**config.mk**
```make
export PLATFORM = sky130hd
export DESIGN_NAME = mem_port_arbiter
export DESIGN_NICKNAME = d
export VERILOG_FILES = /design/src/rtl/mem_port_arbiter.sv
export SDC_FILE = /design/constraint.sdc
export NUM_CORES = 1
export LEC_CHECK = 0
export ABC_CLOCK_PERIOD_IN_PS = 4400
export CAP_MARGIN = 20
export CORE_AREA = 10 10 349 351
export DETAILED_ROUTE_END_ITERATION = 10
export DIE_AREA = 0 0 359 361
export HOLD_SLACK_MARGIN = 0.06
export PLACE_DENSITY = 0.37
export SKIP_CTS_REPAIR_TIMING = 1
export SYNTH_ARGS = -nofsm -noshare
export SYNTH_HDL_FRONTEND = slang
export SYNTH_SLANG_ARGS = --single-unit
```
**constraint.sdc**
```tcl
create_clock -name clk -period 4.4 [get_ports clk]
set_input_delay 0.88 -clock clk [delete_from_list [all_inputs] [get_ports clk]]
set_output_delay 0.88 -clock clk [all_outputs]
set_load 0.03 [all_outputs]
```
**src/rtl/mem_port_arbiter.sv**
```systemverilog
// Two-client acquire arbiter with burst locking and per-client
// outstanding-transaction limits; grants are routed back by xact_id[2].
module mem_port_arbiter #(
    parameter int NBEATS    = 4,
    parameter int MAX_OUTST = 4
) (
    input  logic         clk,
    input  logic         reset,

    input  logic         c0_acq_valid,
    output logic         c0_acq_ready,
    input  logic [25:0]  c0_acq_addr_block,
    input  logic [1:0]   c0_acq_xact_id,
    input  logic [1:0]   c0_acq_addr_beat,
    input  logic         c0_acq_builtin,
    input  logic [2:0]   c0_acq_a_type,
    input  logic         c0_acq_has_data,
    input  logic [127:0] c0_acq_data,

    input  logic         c1_acq_valid,
    output logic         c1_acq_ready,
    input  logic [25:0]  c1_acq_addr_block,
    input  logic [1:0]   c1_acq_xact_id,
    input  logic [1:0]   c1_acq_addr_beat,
    input  logic         c1_acq_builtin,
    input  logic [2:0]   c1_acq_a_type,
    input  logic         c1_acq_has_data,
    input  logic [127:0] c1_acq_data,

    output logic         mem_acq_valid,
    input  logic         mem_acq_ready,
    output logic [25:0]  mem_acq_addr_block,
    output logic [2:0]   mem_acq_xact_id,
    output logic [1:0]   mem_acq_addr_beat,
    output logic         mem_acq_builtin,
    output logic [2:0]   mem_acq_a_type,
    output logic         mem_acq_has_data,
    output logic [127:0] mem_acq_data,

    input  logic         mem_gnt_valid,
    output logic         mem_gnt_ready,
    input  logic [2:0]   mem_gnt_xact_id,
    input  logic [1:0]   mem_gnt_addr_beat,
    input  logic [3:0]   mem_gnt_g_type,
    input  logic         mem_gnt_has_data,
    input  logic [127:0] mem_gnt_data,

    output logic         c0_gnt_valid,
    input  logic         c0_gnt_ready,
    output logic [1:0]   c0_gnt_xact_id,
    output logic [1:0]   c0_gnt_addr_beat,
    output logic [3:0]   c0_gnt_g_type,
    output logic [127:0] c0_gnt_data,

    output logic         c1_gnt_valid,
    input  logic         c1_gnt_ready,
    output logic [1:0]   c1_gnt_xact_id,
    output logic [1:0]   c1_gnt_addr_beat,
    output logic [3:0]   c1_gnt_g_type,
    output logic [127:0] c1_gnt_data,

    output logic [2:0]   c0_outst,
    output logic [2:0]   c1_outst
);

    localparam logic [1:0] LAST_BEAT = 2'(NBEATS - 1);
    localparam logic [2:0] MAX_O     = 3'(MAX_OUTST);

    typedef enum logic [1:0] {
        IDLE,
        LOCK0,
        LOCK1
    } state_t;

    state_t     state_q, state_d;
    logic [1:0] beat_q, beat_d;
    logic       rr_last_q, rr_last_d;
    logic       hold_q, hold_d;
    logic       hold_sel_q, hold_sel_d;
    logic [2:0] c0_outst_q, c0_outst_d;
    logic [2:0] c1_outst_q, c1_outst_d;

    logic locked, lock_id;
    logic elig0, elig1, cand0, cand1;
    logic sel, sel_act, sel_valid, sel_has_data;
    logic acq_hs, first_hs, final_hs;
    logic gnt_dest, gnt_hs, gnt_last;

    function automatic logic [2:0] next_cnt(
        input logic [2:0] cnt,
        input logic       inc,
        input logic       dec
    );
        logic [2:0] res;
        res = cnt;
        if (inc && !dec) begin
            res = cnt + 3'd1;
        end else if (dec && !inc && cnt != 3'd0) begin
            res = cnt - 3'd1;
        end
        return res;
    endfunction

    // Client selection: a lock or a stalled offer pins the choice
    always_comb begin
        locked  = (state_q != IDLE);
        lock_id = (state_q == LOCK1);
        elig0   = (c0_outst_q < MAX_O) || (state_q == LOCK0);
        elig1   = (c1_outst_q < MAX_O) || (state_q == LOCK1);
        cand0   = c0_acq_valid && elig0;
        cand1   = c1_acq_valid && elig1;
        sel     = 1'b0;
        sel_act = 1'b0;
        if (locked) begin
            sel     = lock_id;
            sel_act = 1'b1;
        end else if (hold_q) begin
            sel     = hold_sel_q;
            sel_act = 1'b1;
        end else if (cand0 && cand1) begin
            sel     = ~rr_last_q;
            sel_act = 1'b1;
        end else if (cand1) begin
            sel     = 1'b1;
            sel_act = 1'b1;
        end else begin
            sel     = 1'b0;
            sel_act = cand0;
        end
    end

    always_comb begin
        sel_valid    = sel ? c1_acq_valid : c0_acq_valid;
        sel_has_data = sel ? c1_acq_has_data : c0_acq_has_data;

        mem_acq_valid      = !reset && sel_act && sel_valid;
        mem_acq_addr_block = sel ? c1_acq_addr_block : c0_acq_addr_block;
        mem_acq_xact_id    = {sel, sel ? c1_acq_xact_id : c0_acq_xact_id};
        mem_acq_addr_beat  = sel ? c1_acq_addr_beat : c0_acq_addr_beat;
        mem_acq_builtin    = sel ? c1_acq_builtin : c0_acq_builtin;
        mem_acq_a_type     = sel ? c1_acq_a_type : c0_acq_a_type;
        mem_acq_has_data   = sel_has_data;
        mem_acq_data       = sel ? c1_acq_data : c0_acq_data;

        c0_acq_ready = !reset && sel_act && !sel
                       && mem_acq_ready && elig0;
        c1_acq_ready = !reset && sel_act && sel
                       && mem_acq_ready && elig1;

        acq_hs   = mem_acq_valid && mem_acq_ready;
        first_hs = acq_hs && !locked;
        final_hs = acq_hs && (locked ? (beat_q == LAST_BEAT)
                                     : !sel_has_data);
    end

    always_comb begin
        gnt_dest      = mem_gnt_xact_id[2];
        mem_gnt_ready = !reset
                        && (gnt_dest ? c1_gnt_ready : c0_gnt_ready);
        c0_gnt_valid  = !reset && mem_gnt_valid && !gnt_dest;
        c1_gnt_valid  = !reset && mem_gnt_valid && gnt_dest;

        c0_gnt_xact_id   = mem_gnt_xact_id[1:0];
        c0_gnt_addr_beat = mem_gnt_addr_beat;
        c0_gnt_g_type    = mem_gnt_g_type;
        c0_gnt_data      = mem_gnt_data;
        c1_gnt_xact_id   = mem_gnt_xact_id[1:0];
        c1_gnt_addr_beat = mem_gnt_addr_beat;
        c1_gnt_g_type    = mem_gnt_g_type;
        c1_gnt_data      = mem_gnt_data;

        gnt_hs   = mem_gnt_valid && mem_gnt_ready;
        gnt_last = gnt_hs && (!mem_gnt_has_data
                              || mem_gnt_addr_beat == LAST_BEAT);
    end

    always_comb begin
        state_d    = state_q;
        beat_d     = beat_q;
        rr_last_d  = rr_last_q;
        hold_d     = mem_acq_valid && !mem_acq_ready && !locked;
        hold_sel_d = sel;

        if (acq_hs) begin
            if (!locked) begin
                if (sel_has_data) begin
                    state_d = sel ? LOCK1 : LOCK0;
                    beat_d  = beat_q + 2'd1;
                end
            end else if (beat_q == LAST_BEAT) begin
                state_d = IDLE;
                beat_d  = 2'd0;
            end else begin
                beat_d = beat_q + 2'd1;
            end
        end

        if (final_hs) begin
            rr_last_d = sel;
        end

        c0_outst_d = next_cnt(c0_outst_q,
                              first_hs && !sel,
                              gnt_last && !gnt_dest);
        c1_outst_d = next_cnt(c1_outst_q,
                              first_hs && sel,
                              gnt_last && gnt_dest);
    end

    always_ff @(posedge clk) begin
        if (reset) begin
            state_q    <= IDLE;
            beat_q     <= 2'd0;
            rr_last_q  <= 1'b1;
            hold_q     <= 1'b0;
            hold_sel_q <= 1'b0;
            c0_outst_q <= 3'd0;
            c1_outst_q <= 3'd0;
        end else begin
            state_q    <= state_d;
            beat_q     <= beat_d;
            rr_last_q  <= rr_last_d;
            hold_q     <= hold_d;
            hold_sel_q <= hold_sel_d;
            c0_outst_q <= c0_outst_d;
            c1_outst_q <= c1_outst_d;
        end
    end

    assign c0_outst = c0_outst_q;
    assign c1_outst = c1_outst_q;

endmodule

```
== After elaboration in Yosys (flattened, before gate mapping) ==
Index checks and enable logic that the tools add are counted.

* Input bits: 472
* Register bits: 13
* Logic and storage cells: 103

* Multiplexer cells: 29
* $add $sub $neg: 5
* Bitwise logic cells: 1
* Order comparisons: 2
* Reduce and logical (&&, ||, !) cells: 54
* Eq/ne operators: 5

{| class="wikitable"
|+ Operators with widths
! cell !! count
|-
| $mux 128 || 1
|-
| $logic_and 1x1->1 || 32
|-
| $mux 26 || 1
|-
| $mux 2 || 9
|-
| $mux 3 || 5
|-
| $mux 1 || 13
|-
| $logic_not 1->1 || 11
|-
| $reduce_bool 2->1 || 4
|-
| $add 3x1->3 const B || 2
|-
| $eq 2x2->1 const B || 3
|-
| $lt 3x3->1 const B || 2
|-
| $reduce_bool 3->1 || 2
|-
| $sub 3x1->3 const B || 2
|-
| $logic_or 1x1->1 || 3
|-
| $reduce_and 3->1 || 1
|-
| $add 2x1->2 const B || 1
|-
| $eq 2x1->1 const B || 1
|-
| $ne 2x1->1 const B || 1
|-
| $reduce_and 2->1 || 1
|-
| $not 1->1 || 1
|}

== Longest topological paths before layout ==
Gate-level depths: netlist of the first run.

* Depth in word-level cells: 17
* Gate-level depth with buffers: 11
* Depth with buffers taken out: 10

== Worst setup path after synthesis of the first run ==
No wires, ideal clock.

* Path kind: input -> output
* Start: in c0_acq_valid
* End: out mem_acq_data[100]
* Stages: 7
* Arrival time: 2.294 ns
* Path buffers: 2
* Setup slack: 1.226 ns
* Required time: 3.520 ns
* Path through: nand2_1 -> a21o_1 -> a21oi_2 -> clkbuf_1 -> buf_1 -> nand2_1 -> nand2_1

* Longest elaborated chain between the ends: 6

{| class="wikitable"
|+ RTL lines
! element !! RTL line !! source
|-
| start, declared || 10 || <nowiki>input logic c0_acq_valid,</nowiki>
|-
| $logic_and 1x1->1 || 110 || <nowiki>cand0 = c0_acq_valid && elig0;</nowiki>
|-
| $logic_and 1x1->1 || 120 || <nowiki>end else if (cand0 && cand1) begin</nowiki>
|-
| $mux 1 || 120 ||
|-
| $mux 1 || 117 || <nowiki>end else if (hold_q) begin</nowiki>
|-
| $mux 1 || 114 || <nowiki>if (locked) begin</nowiki>
|-
| $mux 128 || 143 || <nowiki>mem_acq_data = sel ? c1_acq_data : c0_acq_data;</nowiki>
|-
| end, declared || 38 || <nowiki>output logic [127:0] mem_acq_data,</nowiki>
|}

Every way passes these cells.

== Worst setup path in the final report of the first run ==
* Start: in c0_acq_valid
* End: out mem_acq_a_type[1]

* Longest elaborated chain between the ends: 6

{| class="wikitable"
|+ RTL lines
! element !! RTL line !! source
|-
| $logic_and 1x1->1 || 110 ||
|-
| $logic_and 1x1->1 || 120 ||
|-
| $mux 1 || 120 ||
|-
| $mux 1 || 117 ||
|-
| $mux 1 || 114 ||
|-
| $mux 3 || 141 || <nowiki>mem_acq_a_type = sel ? c1_acq_a_type : c0_acq_a_type;</nowiki>
|-
| end, declared || 36 || <nowiki>output logic [2:0] mem_acq_a_type,</nowiki>
|}

Every way passes these cells.

==> flow_summary.json, run 1 <==
{
  "pre_cts_slack_ns": -0.165,
  "cts_htree_levels": 1,
  "drc": 0,
  "slew_headroom_pct": 52.3,
  "leakagePower_uw": 0.00458,
  "track_usage_pct": 10.8,
  "critical_path.most_common_cell": "nand2_1",
  "pin_count": 920,
  "yosys_most_used_dff": "dfxtp_1",
  "grt_max_degree": 60,
  "hpwl_mm": 70.4,
  "cp_data_required_time_ns": 3.52,
  "initial_core_util_pct": 4.36,
  "post_layout_nonfiller_instances": 2696,
  "postSynthCellCount": 929,
  "cp-start-kind": "input pin",
  "cts_buffer_depth": 2,
  "tritoncts.num_buffers": 3,
  "fp.dieArea_sq_um": 130000,
  "dr.first_iter.drc_count": 271,
  "finClkSkew_ns": 0.00306,
  "synth_enable_flop_cells": 0,
  "die_w_um": 359,
  "drv.max_cap_violation_count": 0,
  "post-route-util_pct": 9.61,
  "async_reset_ff_share_pct": 0,
  "cts_root_buf": "clkbuf_16",
  "highest_cell_delay_on_the_worst_timing_path_ns": 0.49,
  "fmax_mhz": 239,
  "crit_path_end_kind": "primary output",
  "final_antenna_net_count": 0,
  "min_period_over_period_pct": 95.0,
  "layout_cells_sized_above_1_pct": 16.0,
  "routed_wl_mm": 75.2,
  "p_per_area_nw_per_um2": 311,
  "ys_types": 43,
  "classification_of_the_worst_slack_hold_path": "reg -> reg",
  "drt-wirelength-per-cell_um": 27.9,
  "final_common_cell": "nand2_1",
  "rsz0062_at_grt": "no",
  "antenna_violations_before_repair": 25,
  "ys_ff_latch": 13,
  "met3RoutedLength_mm": 13.4,
  "mappedNetlistNets": 1404,
  "route.layer.met1.wl_mm": 28.7,
  "drt_pass1_iterations": 5,
  "portBuffers": 517,
  "timing.final.crit_period_ns": 4.18,
  "cp_slowest_cell": "clkdlybuf4s50_1",
  "cp.arrival_ns": 3.30,
  "post-route-worst-setup-slack_ns": 0.221,
  "numPlacedInstances": 2685,
  "worst_slew_pin_slew_ns": 0.706,
  "num_vias": 6709,
  "final_nets": 1645,
  "hold_viol": 0,
  "synthesized_area_per_cell_sq_um": 5.40,
  "mappedNetlistArea_sq_um": 5010,
  "ir_drop_mv": 0.105,
  "synth_seq_area_share_pct": 5.19,
  "crit_type": "in -> out",
  "clock_insertion_delay_at_the_later_pin_of_the_skew_report_ns": 0.25,
  "dr.max_layer_used": "met5",
  "grt_pass1_wl_mm": 90.7,
  "highest_count_cells_in_the_layout_ignoring_fill_and_taps": "nand2_1 (505), clkdlybuf4s50_1 (377), buf_12 (93), buf_4 (79), dfxtp_1 (13)",
  "finalSetupViolCount": 0,
  "final_design_area_no_fill_sq_um": 11100,
  "cp_max_fanout": 43,
  "area_delta_synth_final_pct": 121,
  "synthesis.yosys.warnings": 0,
  "design_power_total_uw": 3440,
  "std_cell_rows": 125,
  "outcome": "finished, final reports clean",
  "grt_remaining_overflow": 0,
  "dr_wl_met2_mm": 32.4,
  "area_after_detailed_placement_sq_um": 10900,
  "drv_slew": 0,
  "clkSlewWorstSetupHoldPaths_ns": 0.05,
  "timing.critical_path.cells": "clkdlybuf4s50_1 > nand2_1 > a21o_1 > a21oi_4 > buf_4 > buf_12 > nand2_1 > buf_4 > nand2_1 > buf_12",
  "area_of_the_core_region_sq_um": 115000,
  "first_global_vias": 7124,
  "clkSinkCount": 13,
  "gp_routability_congestion": 0.790,
  "cts_tree": "built",
  "die-height_um": 361,
  "viasPerCell": 2.49
}
[synth_stat cells, types with 3 or more instances]
| library cell | instances | area share, % |
|---|---|---|
| nor4_1 | 3 | 0.37 |
| nand2_1 | 506 | 38 |
| and3_1 | 5 | 0.62 |
| nor2_1 | 11 | 0.82 |
| clkbuf_1 | 38 | 2.8 |
| dfxtp_1 | 13 | 5.2 |
| a21oi_1 | 7 | 0.70 |
| nand2b_1 | 8 | 1.0 |
| nand4_1 | 4 | 0.50 |
| o21ai_0 | 6 | 0.60 |
| mux2i_1 | 3 | 0.60 |
| inv_1 | 5 | 0.37 |
| nor3_1 | 4 | 0.40 |
| nand3_1 | 3 | 0.30 |
| buf_4 | 275 | 41 |
[per-layer routing]
metal	GRT usage (%)	vias up
met4	0.727	29
met1	11.8	2897
met5	0.776	-
li1	-	3058
met3	8.96	47
met2	16.6	678
[sequential cells by signal, indices dropped and copies added, names as in the netlist]
name        cells
beat_q          2
hold_sel_q      1
hold_q          1
rr_last_q       1
c1_outst        3
c0_outst        3
state_q         2
[layout make-up]
cell class / instances / area [sq um]
antenna: 3 / 7.51
tap: 1524 / 1910
fill: 13564 / 104000
sequential: 13 / 260
timing repair buffer: 550 / 6240
timing repair inverter: 1 / 8.76
inverter: 7 / 38.8
multi-input combinational: 594 / 2520
clock buffer: 4 / 78.8
[critical path: cells and delay by family]
| kind | cells | cell delay (ns) |
|---|---|---|
| buffers and inverters | 5 | 1.27 |
| AO/OA/AOI/OAI | 2 | 0.54 |
| AND/OR/NAND/NOR | 3 | 0.50 |
[path summary, 6_finish.rpt]
path / cells past startpoint / slack (ns) / from / end
worst max-delay path: 10 / 0.22 / c0_acq_valid / mem_acq_a_type[1]
worst max register to register: 13 / 1.41 / state_q[1] / c1_outst[1]
worst min-delay path: 2 / 0.47 / beat_q[1] / beat_q[1]
worst min register to register: 2 / 0.47 / beat_q[1] / beat_q[1]
[report_power, final]
| group | total [uW] | switching (uW) | internal [uW] |
|---|---|---|---|
| sequential | 140 | 13.0 | 127 |
| combinational | 3120 | 1810 | 1300 |
| clock | 181 | 58.5 | 123 |
[cells by family (layout without fill, tap and decap cells)]
group	count (synthesis)	count (layout)	share of synthesized area, %
other cells	0	3	0
fa+ha+maj	3	3	1.05
buf+inv	322	562	44.7
simple gates	552	552	43.0
mux	4	4	0.823
compound gates	35	35	5.24
flops	13	13	5.19
[metrics by stage]
stage	TNS (ns)	hold WS [ns]
CTS	-0.337	0.469
global route	0	0.515
detailed placement	-0.319	0.460
global placement	-0.166	0.454
floorplan	0	0.440
finish	0	0.471
(Power assumes the default switching activity.)
==> run 2: changes to the inputs <==
Settings changed: CTS_CLUSTER_SIZE from default to 14.
==> results of run 2 <==
Final layout, timing and power as in run 1 (identical DEF).
